<file path="src/rtl/fpga_robots_game_serial_rx_pkg.sv">
// Shared constants for the serial receiver: receiver state encodings and the
// depth of the optional receive FIFO.
package fpga_robots_game_serial_rx_pkg;

  localparam logic [2:0] RX_IDLE  = 3'd0;
  localparam logic [2:0] RX_START = 3'd1;
  localparam logic [2:0] RX_DATA  = 3'd2;
  localparam logic [2:0] RX_STOP  = 3'd3;
  localparam logic [2:0] RX_BREAK = 3'd4;

  localparam int RX_FIFO_DEPTH = 4;

  typedef enum logic [2:0] {
    ST_IDLE  = RX_IDLE,
    ST_START = RX_START,
    ST_DATA  = RX_DATA,
    ST_STOP  = RX_STOP,
    ST_BREAK = RX_BREAK
  } rx_state_e;

endpackage

</file>
<file path="src/rtl/fpga_robots_game_serial_rx_if.sv">
// Byte hand-off bundle between the serial receiver and game logic.
//   rx_data      : oldest received byte, meaningful while rx_valid is high
//   rx_valid     : a byte is available
//   rx_ack       : consumer pops rx_data (ignored while rx_valid is low)
//   rx_overrun   : one-cycle pulse, completed byte dropped (storage full)
//   rx_frame_err : one-cycle pulse, stop bit sampled low
// master = receiver side, slave = consumer side.
interface fpga_robots_game_serial_rx_if;
  import fpga_robots_game_serial_rx_pkg::*;

  logic [7:0] rx_data;
  logic       rx_valid;
  logic       rx_ack;
  logic       rx_overrun;
  logic       rx_frame_err;

  modport master (output rx_data, output rx_valid, output rx_overrun,
                  output rx_frame_err, input rx_ack);
  modport slave  (input rx_data, input rx_valid, input rx_overrun,
                  input rx_frame_err, output rx_ack);

endinterface

</file>
<file path="src/rtl/fpga_robots_game_rx_fifo.sv">
// Parameterised-depth receive FIFO with push/pop and full/empty status.
//   push_i/data_i : write a byte (dropped, with overrun_o pulse, when full
//                   unless a pop happens in the same cycle)
//   pop_i         : remove the head entry (ignored when empty)
//   data_o        : head entry
//   full_o/empty_o: occupancy status
//   overrun_o     : registered one-cycle pulse on a dropped push
// Depth 1 behaves exactly like a single holding register.
module fpga_robots_game_rx_fifo #(
  parameter int DEPTH = 4,
  parameter int WIDTH = 8
) (
  input  logic             clk,
  input  logic             rst_n,
  input  logic             push_i,
  input  logic [WIDTH-1:0] data_i,
  input  logic             pop_i,
  output logic [WIDTH-1:0] data_o,
  output logic             full_o,
  output logic             empty_o,
  output logic             overrun_o
);
  import fpga_robots_game_serial_rx_pkg::*;

  localparam int PTR_W = (DEPTH > 1) ? $clog2(DEPTH) : 1;
  localparam int CNT_W = $clog2(DEPTH + 1);

  logic [WIDTH-1:0] mem_q [DEPTH];
  logic [PTR_W-1:0] wr_ptr_q, rd_ptr_q;
  logic [CNT_W-1:0] cnt_q;
  logic             ovr_q;
  logic             pop_ok_s, push_ok_s;

  function automatic logic [PTR_W-1:0] next_ptr(input logic [PTR_W-1:0] p);
    return (p == PTR_W'(DEPTH - 1)) ? {PTR_W{1'b0}} : p + PTR_W'(1);
  endfunction

  // A pop in the same cycle frees a slot, so a push to a full FIFO succeeds.
  assign pop_ok_s  = pop_i && (cnt_q != {CNT_W{1'b0}});
  assign push_ok_s = push_i && ((cnt_q != CNT_W'(DEPTH)) || pop_ok_s);

  // Storage, pointers, occupancy and overrun pulse.
  always_ff @(posedge clk or negedge rst_n) begin
    if (!rst_n) begin
      for (int i = 0; i < DEPTH; i++) mem_q[i] <= {WIDTH{1'b0}};
      wr_ptr_q <= {PTR_W{1'b0}};
      rd_ptr_q <= {PTR_W{1'b0}};
      cnt_q    <= {CNT_W{1'b0}};
      ovr_q    <= 1'b0;
    end else begin
      ovr_q <= push_i && !push_ok_s;
      if (push_ok_s) begin
        mem_q[wr_ptr_q] <= data_i;
        wr_ptr_q        <= next_ptr(wr_ptr_q);
      end
      if (pop_ok_s) rd_ptr_q <= next_ptr(rd_ptr_q);
      case ({push_ok_s, pop_ok_s})
        2'b10:   cnt_q <= cnt_q + CNT_W'(1);
        2'b01:   cnt_q <= cnt_q - CNT_W'(1);
        default: cnt_q <= cnt_q;
      endcase
    end
  end

  assign data_o    = mem_q[rd_ptr_q];
  assign full_o    = (cnt_q == CNT_W'(DEPTH));
  assign empty_o   = (cnt_q == {CNT_W{1'b0}});
  assign overrun_o = ovr_q;

endmodule

</file>
<file path="src/rtl/fpga_robots_game_serial_rx.sv">
// 8N1 UART receiver sampling at 8x oversampling on the baud8 strobe.
// Rebuilds bytes LSB first and hands them to game logic over rx_if.
//   clk, rst_n : system clock, asynchronous active-low reset
//   baud8      : single-cycle pulse at 8x the bit rate
//   rxd        : asynchronous serial input, idle high
//   rx_if      : byte hand-off (master side), see the interface file
// Build option FPGA_ROBOTS_RX_FIFO_EN: when defined, received bytes are held
// in a 4-entry FIFO; otherwise a single holding register is used.
module fpga_robots_game_serial_rx #(
  parameter int         SYNC_STAGES = 2,
  parameter logic [2:0] MID_TICK    = 3'd3
) (
  input  logic clk,
  input  logic rst_n,
  input  logic baud8,
  input  logic rxd,
  fpga_robots_game_serial_rx_if.master rx_if
);
  import fpga_robots_game_serial_rx_pkg::*;

  logic [SYNC_STAGES-1:0] sync_q;
  logic                   rxd_s;
  rx_state_e              state_q;
  logic [2:0]             tick_q;
  logic [2:0]             bitn_q;
  logic [7:0]             shift_q;
  logic                   frame_err_q;
  logic                   push_s;

  // Synchroniser for the asynchronous serial line; resets to idle level.
  always_ff @(posedge clk or negedge rst_n) begin
    if (!rst_n) sync_q <= {SYNC_STAGES{1'b1}};
    else        sync_q <= {sync_q[SYNC_STAGES-2:0], rxd};
  end

  assign rxd_s = sync_q[SYNC_STAGES-1];

  // A good stop bit delivers the completed byte to storage this cycle.
  assign push_s = baud8 && (state_q == ST_STOP) && (tick_q == 3'd7) && rxd_s;

  // Receive state machine; advances only on baud8 strobes.
  always_ff @(posedge clk or negedge rst_n) begin
    if (!rst_n) begin
      state_q     <= ST_IDLE;
      tick_q      <= 3'd0;
      bitn_q      <= 3'd0;
      shift_q     <= 8'h00;
      frame_err_q <= 1'b0;
    end else begin
      frame_err_q <= 1'b0;
      if (baud8) begin
        case (state_q)
          ST_IDLE: begin
            if (!rxd_s) begin
              state_q <= ST_START;
              tick_q  <= 3'd0;
            end
          end
          ST_START: begin
            // Mid-point of the start bit: a high line here was only a glitch.
            if (tick_q == MID_TICK) begin
              state_q <= rxd_s ? ST_IDLE : ST_DATA;
              tick_q  <= 3'd0;
              bitn_q  <= 3'd0;
            end else begin
              tick_q <= tick_q + 3'd1;
            end
          end
          ST_DATA: begin
            // Every 8th strobe after the previous sample is mid-bit.
            if (tick_q == 3'd7) begin
              shift_q <= {rxd_s, shift_q[7:1]};
              tick_q  <= 3'd0;
              if (bitn_q == 3'd7) state_q <= ST_STOP;
              else                bitn_q  <= bitn_q + 3'd1;
            end else begin
              tick_q <= tick_q + 3'd1;
            end
          end
          ST_STOP: begin
            if (tick_q == 3'd7) begin
              tick_q <= 3'd0;
              if (rxd_s) begin
                state_q <= ST_IDLE;
              end else begin
                frame_err_q <= 1'b1;
                state_q     <= ST_BREAK;
              end
            end else begin
              tick_q <= tick_q + 3'd1;
            end
          end
          ST_BREAK: begin
            // Hold off until the line returns high so a stuck-low line
            // cannot produce a stream of bytes.
            if (rxd_s) state_q <= ST_IDLE;
          end
          default: state_q <= ST_IDLE;
        endcase
      end
    end
  end

  assign rx_if.rx_frame_err = frame_err_q;

`ifdef FPGA_ROBOTS_RX_FIFO_EN
  logic fifo_empty_s;
  logic fifo_full_s;

  fpga_robots_game_rx_fifo #(
    .DEPTH (RX_FIFO_DEPTH),
    .WIDTH (8)
  ) u_fifo (
    .clk       (clk),
    .rst_n     (rst_n),
    .push_i    (push_s),
    .data_i    (shift_q),
    .pop_i     (rx_if.rx_ack),
    .data_o    (rx_if.rx_data),
    .full_o    (fifo_full_s),
    .empty_o   (fifo_empty_s),
    .overrun_o (rx_if.rx_overrun)
  );

  assign rx_if.rx_valid = !fifo_empty_s;
`else
  logic [7:0] data_q;
  logic       valid_q;
  logic       ovr_q;

  // Single holding register; an ack in the push cycle makes room for the new byte.
  always_ff @(posedge clk or negedge rst_n) begin
    if (!rst_n) begin
      data_q  <= 8'h00;
      valid_q <= 1'b0;
      ovr_q   <= 1'b0;
    end else begin
      ovr_q <= 1'b0;
      if (push_s) begin
        if (!valid_q || rx_if.rx_ack) begin
          data_q  <= shift_q;
          valid_q <= 1'b1;
        end else begin
          ovr_q <= 1'b1;
        end
      end else if (rx_if.rx_ack) begin
        valid_q <= 1'b0;
      end else begin
        valid_q <= valid_q;
      end
    end
  end

  assign rx_if.rx_data    = data_q;
  assign rx_if.rx_valid   = valid_q;
  assign rx_if.rx_overrun = ovr_q;
`endif

endmodule

</file>
<file path="src/flat_wrapper.sv">
// flat-port wrapper written by rule: the top's interface ports become plain ports
module fpga_robots_game_serial_rx_flat import fpga_robots_game_serial_rx_pkg::*;
#(
  parameter int         SYNC_STAGES = 2,
  parameter logic [2:0] MID_TICK    = 3'd3
)
  (clk, rst_n, baud8, rxd, rx_if_rx_data, rx_if_rx_valid, rx_if_rx_overrun, rx_if_rx_frame_err, rx_if_rx_ack);
  fpga_robots_game_serial_rx_if rx_if_i ();
  input  logic clk;
  input  logic rst_n;
  input  logic baud8;
  input  logic rxd;
  output wire logic [$bits(rx_if_i.rx_data)-1:0] rx_if_rx_data;
  output wire logic [$bits(rx_if_i.rx_valid)-1:0] rx_if_rx_valid;
  output wire logic [$bits(rx_if_i.rx_overrun)-1:0] rx_if_rx_overrun;
  output wire logic [$bits(rx_if_i.rx_frame_err)-1:0] rx_if_rx_frame_err;
  input wire logic [$bits(rx_if_i.rx_ack)-1:0] rx_if_rx_ack;
  assign rx_if_rx_data = rx_if_i.rx_data;
  assign rx_if_rx_valid = rx_if_i.rx_valid;
  assign rx_if_rx_overrun = rx_if_i.rx_overrun;
  assign rx_if_rx_frame_err = rx_if_i.rx_frame_err;
  assign rx_if_i.rx_ack = rx_if_rx_ack;
  fpga_robots_game_serial_rx #(.SYNC_STAGES(SYNC_STAGES), .MID_TICK(MID_TICK)) u_core (.clk(clk), .rst_n(rst_n), .baud8(baud8), .rxd(rxd), .rx_if(rx_if_i));
endmodule
</file>
<file path="config.mk">
export PLATFORM = sky130hd
export DESIGN_NAME = fpga_robots_game_serial_rx_flat
export DESIGN_NICKNAME = d
export VERILOG_FILES = /design/src/rtl/fpga_robots_game_serial_rx_pkg.sv /design/src/rtl/fpga_robots_game_serial_rx_if.sv /design/src/rtl/fpga_robots_game_rx_fifo.sv /design/src/rtl/fpga_robots_game_serial_rx.sv /design/src/flat_wrapper.sv
export SDC_FILE = /design/constraint.sdc
export NUM_CORES = 1
export LEC_CHECK = 0
export ABC_AREA = 1
export CORE_MARGIN = 2
export CORE_UTILIZATION = 47
export CTS_CLUSTER_DIAMETER = 150
export CTS_CLUSTER_SIZE = 20
export DETAILED_ROUTE_END_ITERATION = 8
export DONT_BUFFER_PORTS = 1
export PLACE_DENSITY = 0.67
export REMOVE_ABC_BUFFERS = 1
export SETUP_SLACK_MARGIN = 0.2
export SYNTH_ARGS = -nofsm -noshare
export SYNTH_HDL_FRONTEND = slang
export SYNTH_HIERARCHICAL = 1
export SYNTH_SLANG_ARGS = --single-unit
</file>
<file path="constraint.sdc">
create_clock -name clk -period 1.85 [get_ports clk]
set_input_delay 0.37 -clock clk [delete_from_list [all_inputs] [get_ports clk]]
set_output_delay 0.37 -clock clk [all_outputs]
set_load 0.01 [all_outputs]
</file>
==> results of run 1 <==
## per-stage QoR
step	util, %	instances
after floorplan	-	165
after global placement	50.2	209
after detailed placement	50.2	209
after CTS	54.3	220
after global routing	55.1	220
final	55.1	220
## layout make-up
class | instances | area [um^2]
Fill cell | 291 | 1370
Tap cell | 44 | 55.1
Timing Repair Buffer | 3 | 50.0
Clock inverter | 1 | 30.0
Sequential cell | 30 | 753
Clock buffer | 7 | 45.0
Inverter | 26 | 97.6
Multi-Input combinational cell | 109 | 651
## flip-flops by register name (all words and copies together), names as in the netlist
name                       flops
u_core/rx_if.rx_valid          1
u_core/sync_q                  2
u_core/state_q                 3
u_core/bitn_q                  3
u_core/rx_if.rx_data           8
u_core/rx_if.rx_overrun        1
u_core/shift_q                 8
u_core/rx_if.rx_frame_err      1
u_core/tick_q                  3
## metal layers
layer | global-route usage, % | vias up
met5 | 0 | -
met4 | 7.45 | 0
met3 | 7.04 | 6
met2 | 27.2 | 30
met1 | 21.8 | 512
li1 | - | 550
## synth_stat cells, types with 3 or more instances
| master | count |
|---|---|
| nand2_1 | 45 |
| dfrtp_1 | 28 |
| inv_1 | 25 |
| o21ai_2 | 16 |
| nor2_1 | 10 |
| o21ai_0 | 10 |
| nand3_1 | 9 |
| ha_1 | 7 |
| nand4_1 | 3 |
## power breakdown
group	internal, mW	switching [mW]
Clock	0.286	0.218
Sequential	0.713	0.0653
Combinational	0.151	0.312
Total	1.15	0.595
## logic make-up (layout without fill, tap and decap cells)
logic type / Yosys count / after routing
AOI/OAI and AO/OA: 26 / 26
adders and majority gates: 7 / 7
buffers and inverters: 29 / 37
and+or+nand+nor: 76 / 76
DFF: 30 / 30
## what timing repair did
action | CTS | global route
hold buffers | 2 | 0
endpoints found under the setup margin | 8 | 20
setup buffers | 1 | 0
pin swaps | 1 | 0
gates resized for setup | 0 | 6
endpoints found under the hold margin | 30 | 0
## path summary, 6_finish.rpt
path,from,endpoint,slack [ns],cells past startpoint
max in group asynchronous,rst_n,u_core/sync_q[0],1.13,2
setup / recovery,u_core/tick_q[0],u_core/rx_if.rx_data[1],0.34,8
setup reg to reg,u_core/tick_q[0],u_core/rx_if.rx_data[1],0.34,8
hold reg to reg,u_core/sync_q[0],u_core/sync_q[1],0.35,0
min in group asynchronous,rst_n,u_core/bitn_q[2],0.47,2
hold / removal,rxd,u_core/sync_q[0],0.04,0
==> results by group, run 1 <==
Place
  • Setup WS pre-CTS: 0.184 ns
  • Port bufs: 0
  • Area after DPL: 1530 um^2
  • DP HPWL: 2020 um
  • Placer Congestion: 0.887

Detailed routing
  • WL met2: 1330 um
  • Detailed Routing Iterations Pass 1: 4
  • Routed via count: 1098
  • Initial DRC Count: 46
  • Metal-1 WL: 1200 um
  • Post-DRT Antenna Nets: 0
  • Drc violations: 0
  • Metal3 WL: 182 um
  • Routed wire length: 2770 um
  • DR top layer: met4
  • Vias per cell: 4.99
  • Routed wire per std cell: 12.6 um

Global routing
  • Largest net degree at the start of global routing: 31
  • First-pass GRT wire length: 4620 um
  • Vias in the first global route: 1070
  • Antenna violations before repair: 0
  • Total grt overflow: 0
  • Total global routing track utilization: 17.5%

Clocking
  • CTS H-tree depth: 2
  • CTS Sinks: 30
  • TritonCTS clock tree: yes
  • Skew-Pair Late Insertion Delay: 0.33 ns
  • Root Buffer: clkbuf_4
  • Num CTS Buffers: 5
  • Clock buffer depth: 2
  • CTS clock-pin slew for the worst setup and hold paths: 0.10 ns

Critical path
  • Critical path fanouts, max: 17
  • Worst EP required: 2.07 ns
  • WS Path Type: reg2reg
  • Worst setup SP type: register
  • Crit path arrival time: 1.73 ns
  • Crit. End Element: register
  • Most Frequent Cell on Critical Path: nand2_1
  • Critical-path top delay cell: dfrtp_1
  • Worst path bufs/invs: 2
  • Delay-heaviest family, CP: flip-flops
  • Largest stage delay on the critical path: 0.42 ns
  • Cells along the critical path: ha_4 -> ha_1 -> nand2_1 -> inv_1 -> nand4_4 -> buf_12 -> nand2_1 -> o21ai_2

Logic synthesis
  • Compound-Gate Fraction of Synth Area: 12.6%
  • Number of synthesized flops with an enable pin: 0
  • Top-area cell type share of the netlist area: 46.2%
  • Post-synthesis mux area share: 0%
  • Asr flop ratio synth: 100%
  • Top cells by area, synth: dfrtp_1, nand2_1, o21ai_2
  • Synth cell types: 19
  • Largest family of logic cells by synthesized area: simple AND/OR/NAND/NOR gates
  • Post-Synth XOR/XNOR Area: 0%
  • Syn Area/Cell: 9.02 um^2
  • Post-synthesis cell area: 1520 um^2
  • FF+latch count, synth: 30
  • Ys flop type: dfrtp_1
  • Post-synthesis sequential area ratio: 49.7%
  • Synth warn: 6
  • Cell taking the most area after synthesis: dfrtp_1
  • Synth Area in Adders: 5.78%
  • Mapped Cells: 168
  • Post-Synth Simple-Gate Area: 23.1%

STA
  • Setup_tns: 0 ns
  • Fin Clk Skew: 0.00825 ns
  • Fin crit share: 81.8%
  • Slew HR: 71.2%
  • Post-layout worst setup margin: 0.337 ns
  • Max Clk Rate: 661 MHz
  • Tightest Pin Transition: 0.431 ns
  • Min Tclk post-route: 1.51 ns
  • Final-report setup violation count: 0
  • Slew Viols, Final: 0
  • RSZ-0062 raised after global routing: no
  • Final count of hold timing violations: 0
  • Hold Slack: 0.0357 ns

Floorplan
  • Die W: 60.8 um
  • I/O pin total: 16
  • Overall die height: 60.8 um
  • Initial Util: 49.6%
  • Row count: 20
  • Core area: 3050 um^2
  • Die area: 3690 um^2

Power and ir drop
  • Worst VDD drop: 0.466 mV
  • Leakage: 0.842 nW
  • Post-layout power: 1.75 mW
  • Pwr dens: 1040 nW/um^2

Final layout
  • Most common cell after layout, fill and taps aside: nand2_1
  • Most frequent cells in the layout: nand2_1, dfrtp_1, inv_1
  • Area Overhead vs Synth: 11.0%
  • Share of layout cells above drive strength 1: 21.0%
  • Ant diodes: 0
  • Nets: 187
  • Fin area: 1680 um^2

Outcome
  • Outcome: complete, no violations

Worst hold path
  • Worst hold path class: in2reg

Job
  • Maxcap violations: 0
Note: power is estimated with default switching activity, not from simulation.
==> inputs of run 2 (changes only) <==
==> constraint.sdc (replaced) <==
create_clock -name clk -period 1.6 [get_ports clk]
set_input_delay 0.32 -clock clk [delete_from_list [all_inputs] [get_ports clk]]
set_output_delay 0.32 -clock clk [all_outputs]
set_load 0.01 [all_outputs]
==> run 2 against run 1 <==
Compared with the run above:
- total power is 23% higher
- first-iteration DRC count up 70%
- setup slack worse by 0.16 ns
- clock power up 17%
- non-clock buffer count is 9 higher
- critical path depth is the same
- critical endpoint is now u_core/rx_if.rx_data[4]
- largest cell class unchanged
- largest power group unchanged
==> results by group, run 2 (synthesis results as in run 1) <==
Outcome
  • Outcome: complete, no violations

STA
  • Tightest Pin Transition: 0.250 ns (-0.181 ns)
  • Slew Viols, Final: 0 (unchanged)
  • Slew HR: 83.2% (+12 points)
  • Min Tclk post-route: 1.43 ns (-0.0853 ns)
  • Fin crit share: 89.3% (+7.5 points)
  • Max Clk Rate: 700 MHz (+6.0%)
  • Post-layout worst setup margin: 0.172 ns (-0.165 ns)
  • RSZ-0062 raised after global routing: yes
  • Final-report setup violation count: 0 (unchanged)
  • Final count of hold timing violations: 0 (unchanged)
  • Fin Clk Skew: 0.0107 ns (+0.00242 ns)

Critical path
  • Crit path arrival time: 1.65 ns (-0.08 ns)
  • Worst setup SP type: register
  • Worst EP required: 1.83 ns (-0.24 ns)
  • Worst r2r path cells: 8 (unchanged)
  • Critical-path top delay cell: dfrtp_1
  • Largest stage delay on the critical path: 0.41 ns (about the same)
  • Cells along the critical path: ha_4 -> ha_4 -> nand2_4 -> inv_4 -> nand4_4 -> clkbuf_16 -> nand2_4 -> o21ai_2
  • WS Path Type: reg2reg
  • Critical path fanouts, max: 4 (-13)
  • Reg2reg setup slack: 0.17 ns (-0.16 ns)
  • Delay-heaviest family, CP: flip-flops
  • Reg2reg start: u_core/tick_q[0]
  • Worst path bufs/invs: 2 (unchanged)
  • Crit. End Element: register
  • Crit. Startpoint: u_core/tick_q[0]
  • R2r endpoint: u_core/rx_if.rx_data[4]

Clocking
  • TritonCTS clock tree: yes
  • CTS Sinks: 30 (unchanged)
  • CTS H-tree depth: 2 (unchanged)
  • Num CTS Buffers: 5 (unchanged)
  • CTS clock-pin slew for the worst setup and hold paths: 0.10 ns (about the same)
  • Clock buffer depth: 2 (unchanged)
  • Root Buffer: clkbuf_4
  • Skew-Pair Late Insertion Delay: 0.33 ns (about the same)

Final layout
  • Fill cells: 261 (-10%)
  • Filler-free cell count of the finished design: 229 (+4.1%)
  • Most frequent cells in the layout: nand2_1, dfrtp_1, inv_1
  • Multi-input logic area: 758 um^2 (+17%)
  • Share of layout cells above drive strength 1: 37.8% (+17 points)
  • Ant diodes: 0 (unchanged)
  • Final core utilization: 62.7% (+7.6 points)
  • Nets: 196 (+4.8%)
  • Area Overhead vs Synth: 26.3%
  • Most common cell after layout, fill and taps aside: nand2_1
  • Register area: 758 um^2 (+0.66%)

Detailed routing
  • Vias per cell: 5.07 (+1.5%)
  • Routed wire per std cell: 13.3 um (+5.7%)
  • Routed via count: 1160 (+5.6%)
  • Drc violations: 0 (unchanged)
  • Routed wire length: 3050 um (+10%)
  • Post-DRT Antenna Nets: 0 (unchanged)
  • Detailed Routing Iterations Pass 1: 4 (unchanged)
  • Initial DRC Count: 78 (+70%)

Global routing
  • Vias in the first global route: 1091 (+2.0%)
  • Total grt overflow: 0 (unchanged)
  • Largest net degree at the start of global routing: 31 (unchanged)
  • Antenna violations before repair: 0 (unchanged)
  • First-pass GRT wire length: 4820 um (+4.3%)
  • Total global routing track utilization: 18.2% (+0.61 points)

Worst hold path
  • Worst hold path class: in2reg
  • Hold path depth: 2 (+2)
  • Worst Hold Endpoint: u_core/bitn_q[2]
  • HP Start: baud8

Power and ir drop
  • Switch Pwr: 760 uW (+28%)
  • Seq pwr share: 42.0% (-2.6 points)
  • Sw Share: 35.3% (+1.2 points)
  • Combinational Power Share: 30.5% (+4.0 points)
  • Int Pwr: 1.39 mW (+21%)
  • Clk pwr share: 27.4% (-1.5 points)
  • Worst VDD drop: 0.695 mV (+49%)
  • Leakage: 0.911 nW (+8.2%)
  • Post-layout power: 2.15 mW (+23%)
  • Pwr dens: 1120 nW/um^2 (+8.3%)

Floorplan
  • Die area: 3690 um^2 (unchanged)
  • Overall die height: 60.8 um (unchanged)
  • Die W: 60.8 um (unchanged)
  • I/O pin total: 16 (unchanged)
  • Initial Util: 49.6% (unchanged)
  • Row count: 20 (unchanged)
  • Core area: 3050 um^2 (unchanged)

Place
  • Setup WS pre-CTS: -0.0542 ns (-0.238 ns)
  • DP HPWL: 1900 um (-5.9%)
  • Placed cells: 210 (+0.48%)
  • Port bufs: 0 (unchanged)
  • Placer Congestion: 0.893 (+0.76%)

Job
  • Maxcap violations: 0 (unchanged)
run 2: metrics by stage:
step / setup TNS (ns) / area (um^2) / hold slack [ns]
global route: 0 / 1910 / 0.121
floorplan: 0 / 1480 / 0.0244
CTS: 0 / 1740 / 0.119
detailed placement: -0.353 / 1550 / 0.0253
finish: 0 / 1910 / 0.128
global placement: 0 / 1550 / 0.0253
run 2: how the worst max path moves through the flow:
stage | end | cells after the start
final | u_core/rx_if.rx_data[4] | 8
after global routing | u_core/rx_if.rx_data[6] | 8
after CTS | u_core/state_q[2] | 9
after detailed placement | u_core/rx_if.rx_data[5] | 7
after global placement | u_core/rx_if.rx_data[7] | 7
after floorplan | u_core/rx_if.rx_data[0] | 7
run 2: power groups by stage:
stage | registers (mW) | clock network, mW | logic, mW
CTS | 0.895 | 0.611 | 0.586
global route | 0.913 | 0.649 | 0.750
global placement | 0.903 | 0 | 0.444
finish | 0.905 | 0.590 | 0.657
detailed placement | 0.903 | 0 | 0.474
floorplan | 0.889 | 0 | 0.383
run 2: cell type report:
| class | count | share of cell area [%] |
|---|---|---|
| clock buffers | 7 | 2.35 |
| clock inverters | 1 | 1.57 |
| inverters | 26 | 5.23 |
| multi-input cells | 109 | 39.6 |
| flip-flops and latches | 30 | 39.6 |
| well taps | 44 | 2.88 |
| repair buffers | 12 | 8.76 |
run 2: repair_timing:
item	4_1_cts	5_1_grt
pin swaps	3	4
buffers inserted	3	3
resized for setup	11	33
cloned	0	2
hold buffers	3	0
hold endpoints to repair	31	0
setup endpoints to repair	23	24
run 2: routing by layer:
metal	GRT usage [%]	routed length, um	vias up
met5	0	0	-
li1	-	-	573
met4	7.45	29	0
met1	23.8	1320	560
met2	26.9	1550	23
met3	7.25	142	4
